### src/rtl/btb_pkg.sv
// Shared types and set-layout constants for the BTB update path.
package btb_pkg;

  localparam int TAG_W    = 27;
  localparam int TARGET_W = 32;
  localparam int FSM_W    = 2;
  localparam int SET_W    = 128;

  // Way 1 occupies the upper half of a set, way 2 the lower half.
  localparam int W1_VALID   = 127;
  localparam int W1_TAG_MSB = 126;
  localparam int W1_TAG_LSB = 100;
  localparam int W1_TGT_MSB = 99;
  localparam int W1_TGT_LSB = 68;
  localparam int W1_FSM_MSB = 67;
  localparam int W1_FSM_LSB = 66;

  localparam int W2_VALID   = 63;
  localparam int W2_TAG_MSB = 62;
  localparam int W2_TAG_LSB = 36;
  localparam int W2_TGT_MSB = 35;
  localparam int W2_TGT_LSB = 4;
  localparam int W2_FSM_MSB = 3;
  localparam int W2_FSM_LSB = 2;

  typedef enum logic [2:0] {
    ST_INIT,
    ST_IDLE,
    ST_READ,
    ST_WAIT,
    ST_WRITE
  } btb_state_e;

  typedef struct packed {
    logic [31:0]         pc;
    logic [TARGET_W-1:0] target;
    logic                mispredicted;
  } upd_req_t;

endpackage

### src/rtl/btb_upd_fifo.sv
// Small synchronous queue of resolved-branch update requests.
module btb_upd_fifo
  import btb_pkg::*;
#(
  parameter int DEPTH = 2
) (
  input  logic     clk,
  input  logic     rst_n,
  input  logic     push,
  input  upd_req_t push_data,
  input  logic     pop,
  output upd_req_t head,
  output logic     full,
  output logic     empty,
  output logic     single
);

  localparam int PTR_W = (DEPTH > 1) ? $clog2(DEPTH) : 1;
  localparam int CNT_W = $clog2(DEPTH + 1);

  upd_req_t         entries [DEPTH];
  logic [PTR_W-1:0] wr_ptr;
  logic [PTR_W-1:0] rd_ptr;
  logic [CNT_W-1:0] count;
  logic             do_push;
  logic             do_pop;

  assign do_push = push && !full;
  assign do_pop  = pop && !empty;
  assign full    = (count == CNT_W'(DEPTH));
  assign empty   = (count == '0);
  assign single  = (count == CNT_W'(1));
  assign head    = entries[rd_ptr];

  // Storage, pointers and occupancy; a full reset discards anything queued.
  always_ff @(posedge clk or negedge rst_n) begin
    if (!rst_n) begin
      for (int i = 0; i < DEPTH; i++) entries[i] <= '0;
      wr_ptr <= '0;
      rd_ptr <= '0;
      count  <= '0;
    end else begin
      if (do_push) begin
        entries[wr_ptr] <= push_data;
        wr_ptr <= (wr_ptr == PTR_W'(DEPTH - 1)) ? '0 : wr_ptr + PTR_W'(1);
      end
      if (do_pop) begin
        rd_ptr <= (rd_ptr == PTR_W'(DEPTH - 1)) ? '0 : rd_ptr + PTR_W'(1);
      end
      if (do_push && !do_pop) begin
        count <= count + CNT_W'(1);
      end else if (!do_push && do_pop) begin
        count <= count - CNT_W'(1);
      end
    end
  end

endmodule

### src/rtl/btb_update_ctrl.sv
// BTB update sequencer: clears the set memory after reset, then turns queued
// branch updates into read-modify-write cycles, yielding the port to fetch.
//
//   state    | meaning
//   ---------+-----------------------------------------------------------
//   ST_INIT  | writing zero to set init_cnt, one set per cycle
//   ST_IDLE  | nothing queued
//   ST_READ  | reading the head entry's set (stalls while fetch owns port)
//   ST_WAIT  | memory returns data; captured into old_set
//   ST_WRITE | writing datapath result back, updating LRU, popping queue
module btb_update_ctrl
  import btb_pkg::*;
#(
  parameter int SETS       = 8,
  parameter int INDEX_W    = 3,
  parameter int FIFO_DEPTH = 2
) (
  input  logic                clk,
  input  logic                rst_n,
  input  logic                upd_valid,
  output logic                upd_ready,
  input  logic [31:0]         upd_pc,
  input  logic [31:0]         upd_target,
  input  logic                upd_mispredicted,
  input  logic                lookup_req,
  output logic                init_done,
  output logic                busy,
  output logic                mem_en,
  output logic                mem_we,
  output logic [INDEX_W-1:0]  mem_addr,
  output logic [SET_W-1:0]    mem_wdata,
  input  logic [SET_W-1:0]    mem_rdata,
  output logic [SET_W-1:0]    wl_old_set,
  output logic [TAG_W-1:0]    wl_new_tag,
  output logic [TARGET_W-1:0] wl_new_target,
  output logic                wl_mispredicted,
  output logic                wl_update,
  output logic                wl_update_branch1,
  output logic                wl_update_branch2,
  output logic                wl_lru_write,
  input  logic [SET_W-1:0]    wl_write_set
);

  btb_state_e         state;
  logic [INDEX_W-1:0] init_cnt;
  logic [SETS-1:0]    lru;
  logic [SET_W-1:0]   old_set;

  upd_req_t           push_req;
  upd_req_t           head;
  logic               fifo_full;
  logic               fifo_empty;
  logic               fifo_single;
  logic               push;

  logic [INDEX_W-1:0] head_idx;
  logic [1:0]         unused_pc_lsb;
  logic               hit1;
  logic               hit2;
  logic               way1_touch;
  logic               rd_go;
  logic               wr_go;

  assign push_req  = '{pc: upd_pc, target: upd_target, mispredicted: upd_mispredicted};
  assign upd_ready = init_done && !fifo_full;
  assign push      = upd_valid && upd_ready;

  btb_upd_fifo #(.DEPTH(FIFO_DEPTH)) u_fifo (
    .clk       (clk),
    .rst_n     (rst_n),
    .push      (push),
    .push_data (push_req),
    .pop       (wr_go),
    .head      (head),
    .full      (fifo_full),
    .empty     (fifo_empty),
    .single    (fifo_single)
  );

  // PCs are word aligned; the two low bits carry no information.
  assign unused_pc_lsb = head.pc[1:0];
  assign head_idx      = head.pc[INDEX_W+1:2];

  assign rd_go = (state == ST_READ)  && !lookup_req;
  assign wr_go = (state == ST_WRITE) && !lookup_req;

  assign hit1 = old_set[W1_VALID] && (old_set[W1_TAG_MSB:W1_TAG_LSB] == wl_new_tag);
  assign hit2 = old_set[W2_VALID] && (old_set[W2_TAG_MSB:W2_TAG_LSB] == wl_new_tag);
  // A double hit is resolved in favour of way 1.
  assign way1_touch = hit1 || (!hit2 && !lru[head_idx]);

  assign wl_old_set        = old_set;
  assign wl_new_tag        = head.pc[31:5];
  assign wl_new_target     = head.target;
  assign wl_mispredicted   = head.mispredicted;
  assign wl_update         = (state == ST_WRITE);
  assign wl_update_branch1 = wl_update && hit1;
  assign wl_update_branch2 = wl_update && hit2 && !hit1;
  assign wl_lru_write      = lru[head_idx];

  assign busy = !fifo_empty || (state == ST_READ) || (state == ST_WAIT) || (state == ST_WRITE);

  // Port strobes are decoded from state so fetch can take the port in the
  // same cycle; qualifying with rst_n silences the clear writes the moment
  // reset asserts instead of at the next edge.
  assign mem_en    = rst_n && ((state == ST_INIT) || rd_go || wr_go);
  assign mem_we    = rst_n && ((state == ST_INIT) || wr_go);
  assign mem_addr  = (state == ST_INIT) ? init_cnt : ((rd_go || wr_go) ? head_idx : '0);
  assign mem_wdata = wr_go ? wl_write_set : '0;

  // Sequencer: clear sweep, then serialized read-modify-write per update.
  always_ff @(posedge clk or negedge rst_n) begin
    if (!rst_n) begin
      state     <= ST_INIT;
      init_cnt  <= '0;
      init_done <= 1'b0;
      old_set   <= '0;
      lru       <= '0;
    end else begin
      case (state)
        ST_INIT: begin
          init_cnt <= init_cnt + INDEX_W'(1);
          if (init_cnt == INDEX_W'(SETS - 1)) begin
            init_done <= 1'b1;
            state     <= ST_IDLE;
          end
        end
        ST_IDLE: begin
          if (!fifo_empty) state <= ST_READ;
        end
        ST_READ: begin
          if (rd_go) state <= ST_WAIT;
        end
        ST_WAIT: begin
          old_set <= mem_rdata;
          state   <= ST_WRITE;
        end
        ST_WRITE: begin
          if (wr_go) begin
            lru[head_idx] <= way1_touch;
            state <= (!fifo_single || push) ? ST_READ : ST_IDLE;
          end
        end
        default: state <= ST_INIT;
      endcase
    end
  end

endmodule
### config.mk
export PLATFORM = sky130hd
export DESIGN_NAME = btb_update_ctrl
export DESIGN_NICKNAME = d
export VERILOG_FILES = /design/src/rtl/btb_pkg.sv /design/src/rtl/btb_upd_fifo.sv /design/src/rtl/btb_update_ctrl.sv
export SDC_FILE = /design/constraint.sdc
export NUM_CORES = 1
export LEC_CHECK = 0
export CAP_MARGIN = 20
export CELL_PAD_IN_SITES_DETAIL_PLACEMENT = 2
export CELL_PAD_IN_SITES_GLOBAL_PLACEMENT = 2
export CORE_AREA = 5 5 255 257
export CTS_CLUSTER_DIAMETER = 80
export DETAILED_ROUTE_END_ITERATION = 12
export DIE_AREA = 0 0 260 262
export PLACE_DENSITY_LB_ADDON = 0.1
export REMOVE_ABC_BUFFERS = 1
export SLEW_MARGIN = 20
export SYNTH_ARGS = -nofsm -noshare
export SYNTH_HDL_FRONTEND = slang
export SYNTH_SLANG_ARGS = --single-unit
### constraint.sdc
create_clock -name clk -period 2.5 [get_ports clk]
set_input_delay 0.25 -clock clk [delete_from_list [all_inputs] [get_ports clk]]
set_output_delay 0.25 -clock clk [all_outputs]
set_load 0.005 [all_outputs]
==> results.sh <==
export IMPL_status="finished, violations left"
export IMPL_hp_class="in -> async"
export IMPL_synthFlopType="dfrtp_1"
export IMPL_cp_top_family="simple AND/OR/NAND/NOR gates"
export IMPL_crit_chain="buf_12 -> mux2i_2 -> xor2_1 -> nand4_1 -> or4_4 -> a2111oi_4 -> buf_4 -> buf_6"
export IMPL_cap_violations=0
export IMPL_post_place_cells=2496
export IMPL_pwr_share_seq_pct=29.1
export IMPL_path_buf_inv=3
export IMPL_grt_overflow=0
export IMPL_core_area_sq_um=62500
export IMPL_cts_root_buf="clkbuf_16"
export IMPL_met3_length_um=4880
export IMPL_die_h_um=262
export IMPL_wl_per_cell_um=24.7
export IMPL_cpPeakStageDelay_ps=570
export IMPL_pre_cts_slack_ps=-587
export IMPL_stdcell_count=2630
export IMPL_synth_cell_types=47
export IMPL_drc=0
export IMPL_vias=10900
export IMPL_drive_gt1_share_pct=42.4
export IMPL_num_io_pins=653
export IMPL_worstPathArrival_ps=2900
export IMPL_io_buffers=650
export IMPL_rrSetupSlack_ps=-430
export IMPL_swShare_pct=33.5
export IMPL_reg2reg_to="lru[6]"
export IMPL_clock_skew_ps=26.7
export IMPL_violations="setup timing"
export IMPL_max_vdd_ir_drop_v=0.000602
export IMPL_clock_path_buffers=3
export IMPL_synth_edf_count=0
export IMPL_top_layer="met5"
export IMPL_holdWs_ps=139
export IMPL_yosysWarnings=0
export IMPL_wl_met1_um=22800
export IMPL_vias_per_cell=4.15
export IMPL_clkTransAtPathRegs_ps=60
export IMPL_synth_area_mux_share_pct=28.9
export IMPL_reg2regPathDepth=13
export IMPL_switchingPower_w=0.00985
export IMPL_synth_top_family_by_area="multiplexers"
export IMPL_ys_seq_area_share_pct=53.0
export IMPL_cts_htree_levels=2
export IMPL_synthTopCellsByArea="dfrtp_1 53%, mux2_2 26%, and2_1 6.2%, xor2_1 3.0%, mux2i_2 1.9%"
export IMPL_fmax_mhz=317
export IMPL_first_pass_iters=4
export IMPL_grt_antenna_before_repair=20
export IMPL_synth_most_common_cell="mux2_2"
export IMPL_synth_compound_area_share_pct=1.38
export IMPL_grt_pass1_vias=12500
export IMPL_tns_ps=-7230
export IMPL_worstMarginPinSlew_ps=793
export IMPL_crit_start="u_fifo.rd_ptr"
export IMPL_drt_iter0_drc=230
export IMPL_clkPwrFrac_pct=18.9
export IMPL_cts_buffers=36
export IMPL_grt_max_degree=126
export IMPL_crit_end="wl_update_branch2"
export IMPL_rsz0062_at_grt="true"
export IMPL_setup_viol=46
export IMPL_cp_start_kind="flip-flop"
export IMPL_die_area_sq_um=68100
export IMPL_finalHoldViolCount=0
export IMPL_detail_route_antenna_nets=0
export IMPL_synth_cells_most_frequent="293 x mux2_2, 273 x dfrtp_1, 128 x and2_1"
export IMPL_postSynthCellCount=969
export IMPL_relSlewSlack_pct=47.1
export IMPL_maxSlewViolCount=0
export IMPL_synth_seq_cells=273
export IMPL_syn_area_sq_um=12900
export IMPL_r2r_start="u_fifo.rd_ptr"
export IMPL_critPathRequiredTime_ps=2250
export IMPL_fp_row_count=92
export IMPL_track_usage_pct=18.1
export IMPL_worstSetupPathType="reg -> out"
export IMPL_cp_depth=8
export IMPL_postLayoutSetupSlackWorst_ps=-653
export IMPL_area_growth_pct=82.0
export IMPL_cts_tree="built"
export IMPL_avgSynthCellArea_sq_um=13.3
export IMPL_nNetsFinal=2083
export IMPL_start_util_pct=20.6
export IMPL_cp_end_kind="output port"
export IMPL_drt_wl_total_um=65000
export IMPL_crit_fanout=10
export IMPL_slowest_stage="or4_4"
export IMPL_wl_met2_um=35400
export IMPL_synth_top_area_cell="dfrtp_1"
export IMPL_comb_power_share_pct=52.0
export IMPL_synth_fa_ha_area_share_pct=0.661
export IMPL_synthXorXnorAreaFrac_pct=4.08
export IMPL_yosys_area_share_simple_pct=9.26
export IMPL_pwr_density_cell_nw_per_um2=1250
export IMPL_intPower_w=0.0196
export IMPL_clock_latency_ps=540
export IMPL_leakage_nw=10.1
export IMPL_synth_top_area_share_pct=53.0
export IMPL_min_period_ps=3150
export IMPL_grt_pass1_wl_um=90400
export IMPL_dieWidth_um=260
export IMPL_clock_sink_count=273
export IMPL_hpwlAfterDp_um=50300
export IMPL_period_share_pct=126
export IMPL_synth_async_reset_ratio_pct=100
export IMPL_gp_congestion=0.800
-- power by group through the flow --
stage / registers (W) / logic [W] / clock network, W
final: 0.00856 / 0.0153 / 0.00555
after global routing: 0.00887 / 0.0165 / 0.00597
after global placement: 0.00850 / 0.0146 / 0
after CTS: 0.00863 / 0.0156 / 0.00581
after floorplan: 0.00822 / 0.00638 / 0
after detailed placement: 0.00859 / 0.0148 / 0
-- repair_timing --
action | 4_1_cts | 5_1_grt
resized for setup | 686 | 159
pin swaps | 41 | 53
setup buffers | 55 | 17
endpoints found under the hold margin | 130 | 0
hold buffers | 1 | 0
endpoints found under the setup margin | 186 | 167
cloned | 15 | 2
-- layout make-up --
class                      instances  area (sq um)
clock inverter                    10           193
multi-input combinational        614          6120
fill                            6487         39100
sequential                       273          6840
inverter                          31           116
antenna                            7          17.5
tap                              846          1060
timing repair buffer             796          8030
clock buffer                      53          1080
-- metrics by stage --
step | util [%] | area, sq um | total power [W]
after floorplan | - | 12600 | 0.0146
after global placement | 33.7 | 21000 | 0.0231
after detailed placement | 33.7 | 21000 | 0.0234
after CTS | 37.1 | 23200 | 0.0301
after global routing | 37.5 | 23400 | 0.0314
final | 37.5 | 23400 | 0.0294
-- how the worst min path moves through the flow --
stage	start	slack, ps	cells past startpoint	endpoint
after CTS	rst_n	100	2	init_done
after detailed placement	rst_n	100	1	init_cnt[1]
final	rst_n	140	2	init_done
after global routing	rst_n	120	2	init_cnt[1]
after floorplan	rst_n	-50	0	init_cnt[0]
after global placement	rst_n	100	1	init_cnt[0]
-- cells in the final DEF, fill, tap and decap left out, types with 12 or more instances in the layout --
master / Yosys / final
clkdlybuf4s50_1: 0 / 481
mux2_2: 293 / 291
dfrtp_1: 273 / 272
buf_6: 2 / 103
and2_4: 0 / 73
buf_4: 0 / 71
and2_1: 128 / 55
buf_2: 1 / 54
xor2_1: 44 / 40
clkbuf_16: 0 / 40
inv_1: 31 / 30
buf_12: 1 / 26
dlygate4sd2_1: 0 / 25
nor2_1: 24 / 21
xnor2_1: 16 / 16
mux2i_4: 3 / 15
buf_8: 1 / 12
-- layer usage --
| layer | vias to the layer above | GRT usage (%) |
|---|---|---|
| met5 | - | 0 |
| met4 | 16 | 5.09 |
| met3 | 92 | 6.15 |
| met2 | 386 | 34.9 |
| met1 | 5541 | 18.6 |
| li1 | 4891 | - |
-- sequential cells by signal, summed over array words and instances, names as in the netlist --
name,cells
init_cnt,3
init_done,1
lru,8
state,3
u_fifo.count,2
u_fifo.entries,126
u_fifo.rd_ptr,1
u_fifo.wr_ptr,1
wl_old_set,128
-- cells by family (layout without fill, tap and decap cells) --
family | after synthesis | after routing
AO/OA/AOI/OAI | 23 | 23
XOR/XNOR | 60 | 60
AND/OR/NAND/NOR | 201 | 201
flip-flops | 273 | 273
buffers and inverters | 82 | 890
adder cells (fa/ha/maj) | 7 | 7
other | 0 | 7
multiplexers | 323 | 323
Note: power is estimated with default switching activity, not from simulation.
==> patch 1: new RTL, same settings <==
The 5 states of `btb_state_e` get a one-hot encoding in 5 bits.
--- a/src/rtl/btb_pkg.sv
+++ b/src/rtl/btb_pkg.sv
@@ -24,10 +24,10 @@
   localparam int W2_FSM_LSB = 2;
 
-  typedef enum logic [2:0] {
-    ST_INIT,
-    ST_IDLE,
-    ST_READ,
-    ST_WAIT,
-    ST_WRITE
+  typedef enum logic [4:0] {
+    ST_INIT  = 5'b00001,
+    ST_IDLE  = 5'b00010,
+    ST_READ  = 5'b00100,
+    ST_WAIT  = 5'b01000,
+    ST_WRITE = 5'b10000
   } btb_state_e;
 
Check against the original RTL: same outputs for any inputs over 10 cycles, from zero or initial values and one cycle with rst_n low; not proved beyond that.
==> patch 1 against the original RTL <==
  * The run still ends with setup timing left
  * Synthesized area is 0.18% higher
  * Critical endpoint unchanged
  * Synthesized cell count is 0.10% higher
  * Sequential cell count is 2 higher
  * Wire length is 3.8% higher
  * Critical path type unchanged
  * Worst setup slack better by 0.045 ns
  * Global-route usage is 0.46 points higher
  * Design area is 4.4% higher
Power is not compared: it rests on default switching activity, and its combinational part moved more than twofold at a synthesized area within 25%.
==> patch 1: results (changes against the original RTL) <==
\begin{tabular}{lr}
\hline
Metric & Value \\
\hline
\multicolumn{2}{l}{\textbf{Timing}} \\
Fin Hold WS & 0.144 ns (was 0.139 ns) \\
Total negative slack for setup checks & -19.96 ns (was -7.23 ns) \\
Transition time at the pin with the least slew margin & 0.621 ns (was 0.793 ns) \\
Setup Viol. Count Final & 141 (was 46) \\
Final worst-path setup slack & -0.608 ns (was -0.653 ns) \\
\multicolumn{2}{l}{\textbf{Global routing}} \\
Maximum number of pins on one net before global-route repair & 90 (was 126) \\
\multicolumn{2}{l}{\textbf{Layout}} \\
Ratio of cells with drive above 1 in the final layout & 37.4\% (was 42.4\%) \\
Non-filler instance count after layout & 2679 (was 2630) \\
Nets@finish & 2121 (was 2083) \\
\multicolumn{2}{l}{\textbf{Drt}} \\
Number of DRC markers after the initial detailed-route iteration & 233 (was 230) \\
Vias post-DR & 11166 (was 10926) \\
Wire per inst & 25.2 µm (was 24.7 µm) \\
\multicolumn{2}{l}{\textbf{Status}} \\
Outcome & finished with violations (unchanged) \\
Violated checks & setup timing (unchanged) \\
\multicolumn{2}{l}{\textbf{Placement}} \\
Post-detailed-placement half-perimeter wirelength & 50400 µm (was 50300 µm) \\
Post-DP Area & 21100 µm² (was 21000 µm²) \\
\multicolumn{2}{l}{\textbf{Synth}} \\
Multiplexer share of the synthesized area & 28.9\% (about the same) \\
Adder-cell area share of the yosys netlist & 0.582\% (was 0.661\%) \\
Cells taking the most area after synthesis & sky130\_fd\_sc\_hd\_\_dfrtp\_1 (53\%), sky130\_fd\_sc\_hd\_\_mux2\_1 (15\%), sky130\_fd\_sc\_hd\_\_mux2\_2 (11\%) (was sky130\_fd\_sc\_hd\_\_dfrtp\_1 (53\%), sky130\_fd\_sc\_hd\_\_mux2\_2 (26\%), sky130\_fd\_sc\_hd\_\_and2\_1 (6.2\%)) \\
Sequential-to-total area share from yosys stat & 53.3\% (was 53.0\%) \\
Fraction of the mapped netlist area in compound gates & 1.38\% (about the same) \\
Share of the synthesized netlist area taken by xor and xnor gates & 4.07\% (was 4.08\%) \\
Post-synth top cells & sky130\_fd\_sc\_hd\_\_dfrtp\_1 (274), sky130\_fd\_sc\_hd\_\_mux2\_1 (169), sky130\_fd\_sc\_hd\_\_and2\_1 (128) (was sky130\_fd\_sc\_hd\_\_mux2\_2 (293), sky130\_fd\_sc\_hd\_\_dfrtp\_1 (273), sky130\_fd\_sc\_hd\_\_and2\_1 (128)) \\
\multicolumn{2}{l}{\textbf{Critical path}} \\
Maximum fanout count along the critical path & 6 (was 10) \\
Count of cells along the worst register-to-register path & 11 (was 13) \\
Cell at the slowest stage of the critical path & sky130\_fd\_sc\_hd\_\_dfrtp\_4 (was sky130\_fd\_sc\_hd\_\_or4\_4) \\
\hline
\end{tabular}
[patch 1: cell count changes after synthesis, moves of 3 or more]
cell and change:
sky130_fd_sc_hd__a22o_1 +3, sky130_fd_sc_hd__a22oi_1 -3, sky130_fd_sc_hd__buf_1 +6, sky130_fd_sc_hd__buf_2 +6
sky130_fd_sc_hd__clkbuf_1 -15, sky130_fd_sc_hd__mux2_1 +169, sky130_fd_sc_hd__mux2_2 -169, sky130_fd_sc_hd__mux2i_1 +7
sky130_fd_sc_hd__mux2i_4 -3, sky130_fd_sc_hd__nand3b_1 +3, sky130_fd_sc_hd__nor2_1 -3, sky130_fd_sc_hd__nor2b_1 -3
sky130_fd_sc_hd__nor4_1 +3
[patch 1: routing by layer]
metal	vias to the layer above	track usage, %	part of all wire (%)
li1	4989	-	-
met1	5684	17.7	33
met2	386	36.7	56
met3	97	6.14	7.3
met4	10	6.88	3.2
met5	-	0	0.086
[patch 1: timing repair]
action                                  CTS  global route
gates cloned                             19             2
resized for setup                       776           238
setup buffers                            71            28
pin swaps                                60            83
hold buffers                              1             0
endpoints found under the setup margin  187           188
hold endpoints to repair                109             0
[patch 1: cell type report]
class                      count  area (µm²)
antenna                       14        35.0
multi-input combinational    616        6220
clock buffer                  59        1200
clock inverter                 9         124
tap                          846        1060
sequential                   275        6890
timing repair buffer         829        8840
inverter                      31         116
fill                        6381       38000
[patch 1: power breakdown]
part	switching, µW	internal [µW]
logic	2840	4160
registers	901	5770
clock network	2120	3600
total	5860	13500
[patch 1: cell families (layout without fill, tap and decap cells)]
family	after synthesis	in the layout
AOI/OAI and AO/OA	25	25
and+or+nand+nor	197	197
other	0	14
DFF	275	275
muxes	328	328
buffers and inverters	79	928
adders and majority gates	6	6
xor gates and xnor gates	60	60
==> patch 2: new RTL, config.mk and constraints unchanged <==
Without the edit above. Make the reset (`rst_n`) synchronous in 2 clocked blocks.
--- a/src/rtl/btb_upd_fifo.sv
+++ b/src/rtl/btb_upd_fifo.sv
@@ -34,5 +34,5 @@
 
   // Storage, pointers and occupancy; a full reset discards anything queued.
-  always_ff @(posedge clk or negedge rst_n) begin
+  always_ff @(posedge clk) begin
     if (!rst_n) begin
       for (int i = 0; i < DEPTH; i++) entries[i] <= '0;
--- a/src/rtl/btb_update_ctrl.sv
+++ b/src/rtl/btb_update_ctrl.sv
@@ -110,5 +110,5 @@
 
   // Sequencer: clear sweep, then serialized read-modify-write per update.
-  always_ff @(posedge clk or negedge rst_n) begin
+  always_ff @(posedge clk) begin
     if (!rst_n) begin
       state     <= ST_INIT;
Check against the original RTL: differs if rst_n is asserted again (counterexample within 4 cycles, from zero or initial values and one cycle with rst_n low); with rst_n held inactive, the same outputs for 10 cycles.
==> patch 2 against the original RTL <==
  * Design area decreased by 2.6%
  * Largest cell class unchanged
  * Worst setup slack better by 0.15 ns
  * The run still ends with setup timing left
  * Via count up 11%
  * Die area did not move
  * Global-route usage rose by 0.69 points
  * Utilization decreased by 0.98 points
  * Sequential cell count rose by 1
  * Wire length is 4.0% higher
  * Synthesized cell count grew 32%
  * Synthesized area shrank 0.18%
Power is not compared: it rests on default switching activity, and its combinational part moved more than twofold at a synthesized area within 25%.
==> patch 2: results (changes against the original RTL) <==
\begin{tabular}{lr}
\hline
Metric & Value \\
\hline
\multicolumn{2}{l}{\textbf{Drt}} \\
Total met2 wirelength after detailed routing & 33100 µm (was 35400 µm) \\
Vias post-DR & 12080 (was 10926) \\
Wire length the detailed router placed on met1 & 27900 µm (was 22800 µm) \\
Number of DRC markers after the initial detailed-route iteration & 421 (was 230) \\
Met3 layer wire length in the routed design & 5080 µm (was 4880 µm) \\
\multicolumn{2}{l}{\textbf{Placement}} \\
Post-detailed-placement half-perimeter wirelength & 50300 µm (about the same) \\
Post-Place Cells & 2771 (was 2496) \\
Post-DP Area & 20900 µm² (was 21000 µm²) \\
\multicolumn{2}{l}{\textbf{Synth}} \\
Syn avg cell area & 10.1 µm² (was 13.3 µm²) \\
Main flop type after synthesis & sky130\_fd\_sc\_hd\_\_dfxtp\_1 (was sky130\_fd\_sc\_hd\_\_dfrtp\_1) \\
Multiplexer share of the synthesized area & 6.73\% (was 28.9\%) \\
Async set or reset register ratio after synthesis & 0\% (was 100\%) \\
Adder-cell area share of the yosys netlist & 0.584\% (was 0.661\%) \\
Post-synth top cells & sky130\_fd\_sc\_hd\_\_nand2\_1 (262), sky130\_fd\_sc\_hd\_\_and2\_1 (260), sky130\_fd\_sc\_hd\_\_dfxtp\_1 (148) (was sky130\_fd\_sc\_hd\_\_mux2\_2 (293), sky130\_fd\_sc\_hd\_\_dfrtp\_1 (273), sky130\_fd\_sc\_hd\_\_and2\_1 (128)) \\
Share of the synthesized netlist area taken by xor and xnor gates & 4.02\% (was 4.08\%) \\
Unique masters post-synth & 45 (was 47) \\
Sequential-to-total area share from yosys stat & 52.5\% (was 53.0\%) \\
Fraction of the mapped netlist area in compound gates & 9.36\% (was 1.38\%) \\
\multicolumn{2}{l}{\textbf{Timing}} \\
Tightest slew margin relative to the limit & 53.7\% (was 47.1\%) \\
Setup Viol. Count Final & 21 (was 46) \\
Final worst-path setup slack & -0.502 ns (was -0.653 ns) \\
\multicolumn{2}{l}{\textbf{Layout}} \\
Nets@finish & 2348 (was 2083) \\
Non-filler instance count after layout & 2904 (was 2630) \\
\multicolumn{2}{l}{\textbf{Global routing}} \\
Met3 GRT Util & 6.52\% (was 6.15\%) \\
Global routing usage on met1 & 22.9\% (was 18.6\%) \\
Maximum number of pins on one net before global-route repair & 106 (was 126) \\
\multicolumn{2}{l}{\textbf{Status}} \\
Outcome & finished with violations (unchanged) \\
Violated checks & setup timing (unchanged) \\
\multicolumn{2}{l}{\textbf{Critical path}} \\
Cell at the slowest stage of the critical path & sky130\_fd\_sc\_hd\_\_dfxtp\_4 (was sky130\_fd\_sc\_hd\_\_or4\_4) \\
Maximum fanout count along the critical path & 6 (was 10) \\
\multicolumn{2}{l}{\textbf{Clock tree}} \\
Setup Fix Bufs, Post-CTS & 39 (was 55) \\
\hline
\end{tabular}
## patch 2: worst min-delay path, stage by stage
cell	delay [ns]
sky130_fd_sc_hd__buf_4	0.23
sky130_fd_sc_hd__o21ai_0	0.12
sky130_fd_sc_hd__a31oi_1	0.04
## patch 2: worst max-delay path by stage
stage | start | to | slack (ns) | cells past startpoint
floorplan | state[1] | wl_old_set[0] | -5.37 | 3
global placement | register | wl_update_branch1 | -0.60 | 10
detailed placement | register | wl_update_branch2 | -0.69 | 9
CTS | register | wl_update_branch1 | -0.59 | 10
global route | register | wl_update_branch1 | -0.65 | 10
finish | register | wl_update_branch1 | -0.50 | 10
## patch 2: final cells by class
class / instances / area [µm²] / area share (%)
clock inverter: 16 / 154 / 0.674
antenna: 12 / 30.0 / 0.132
inverter: 32 / 120 / 0.526
sequential: 274 / 6750 / 29.6
clock buffer: 53 / 1070 / 4.67
multi-input combinational: 886 / 6030 / 26.4
timing repair buffer: 785 / 7620 / 33.4
tap: 846 / 1060 / 4.64
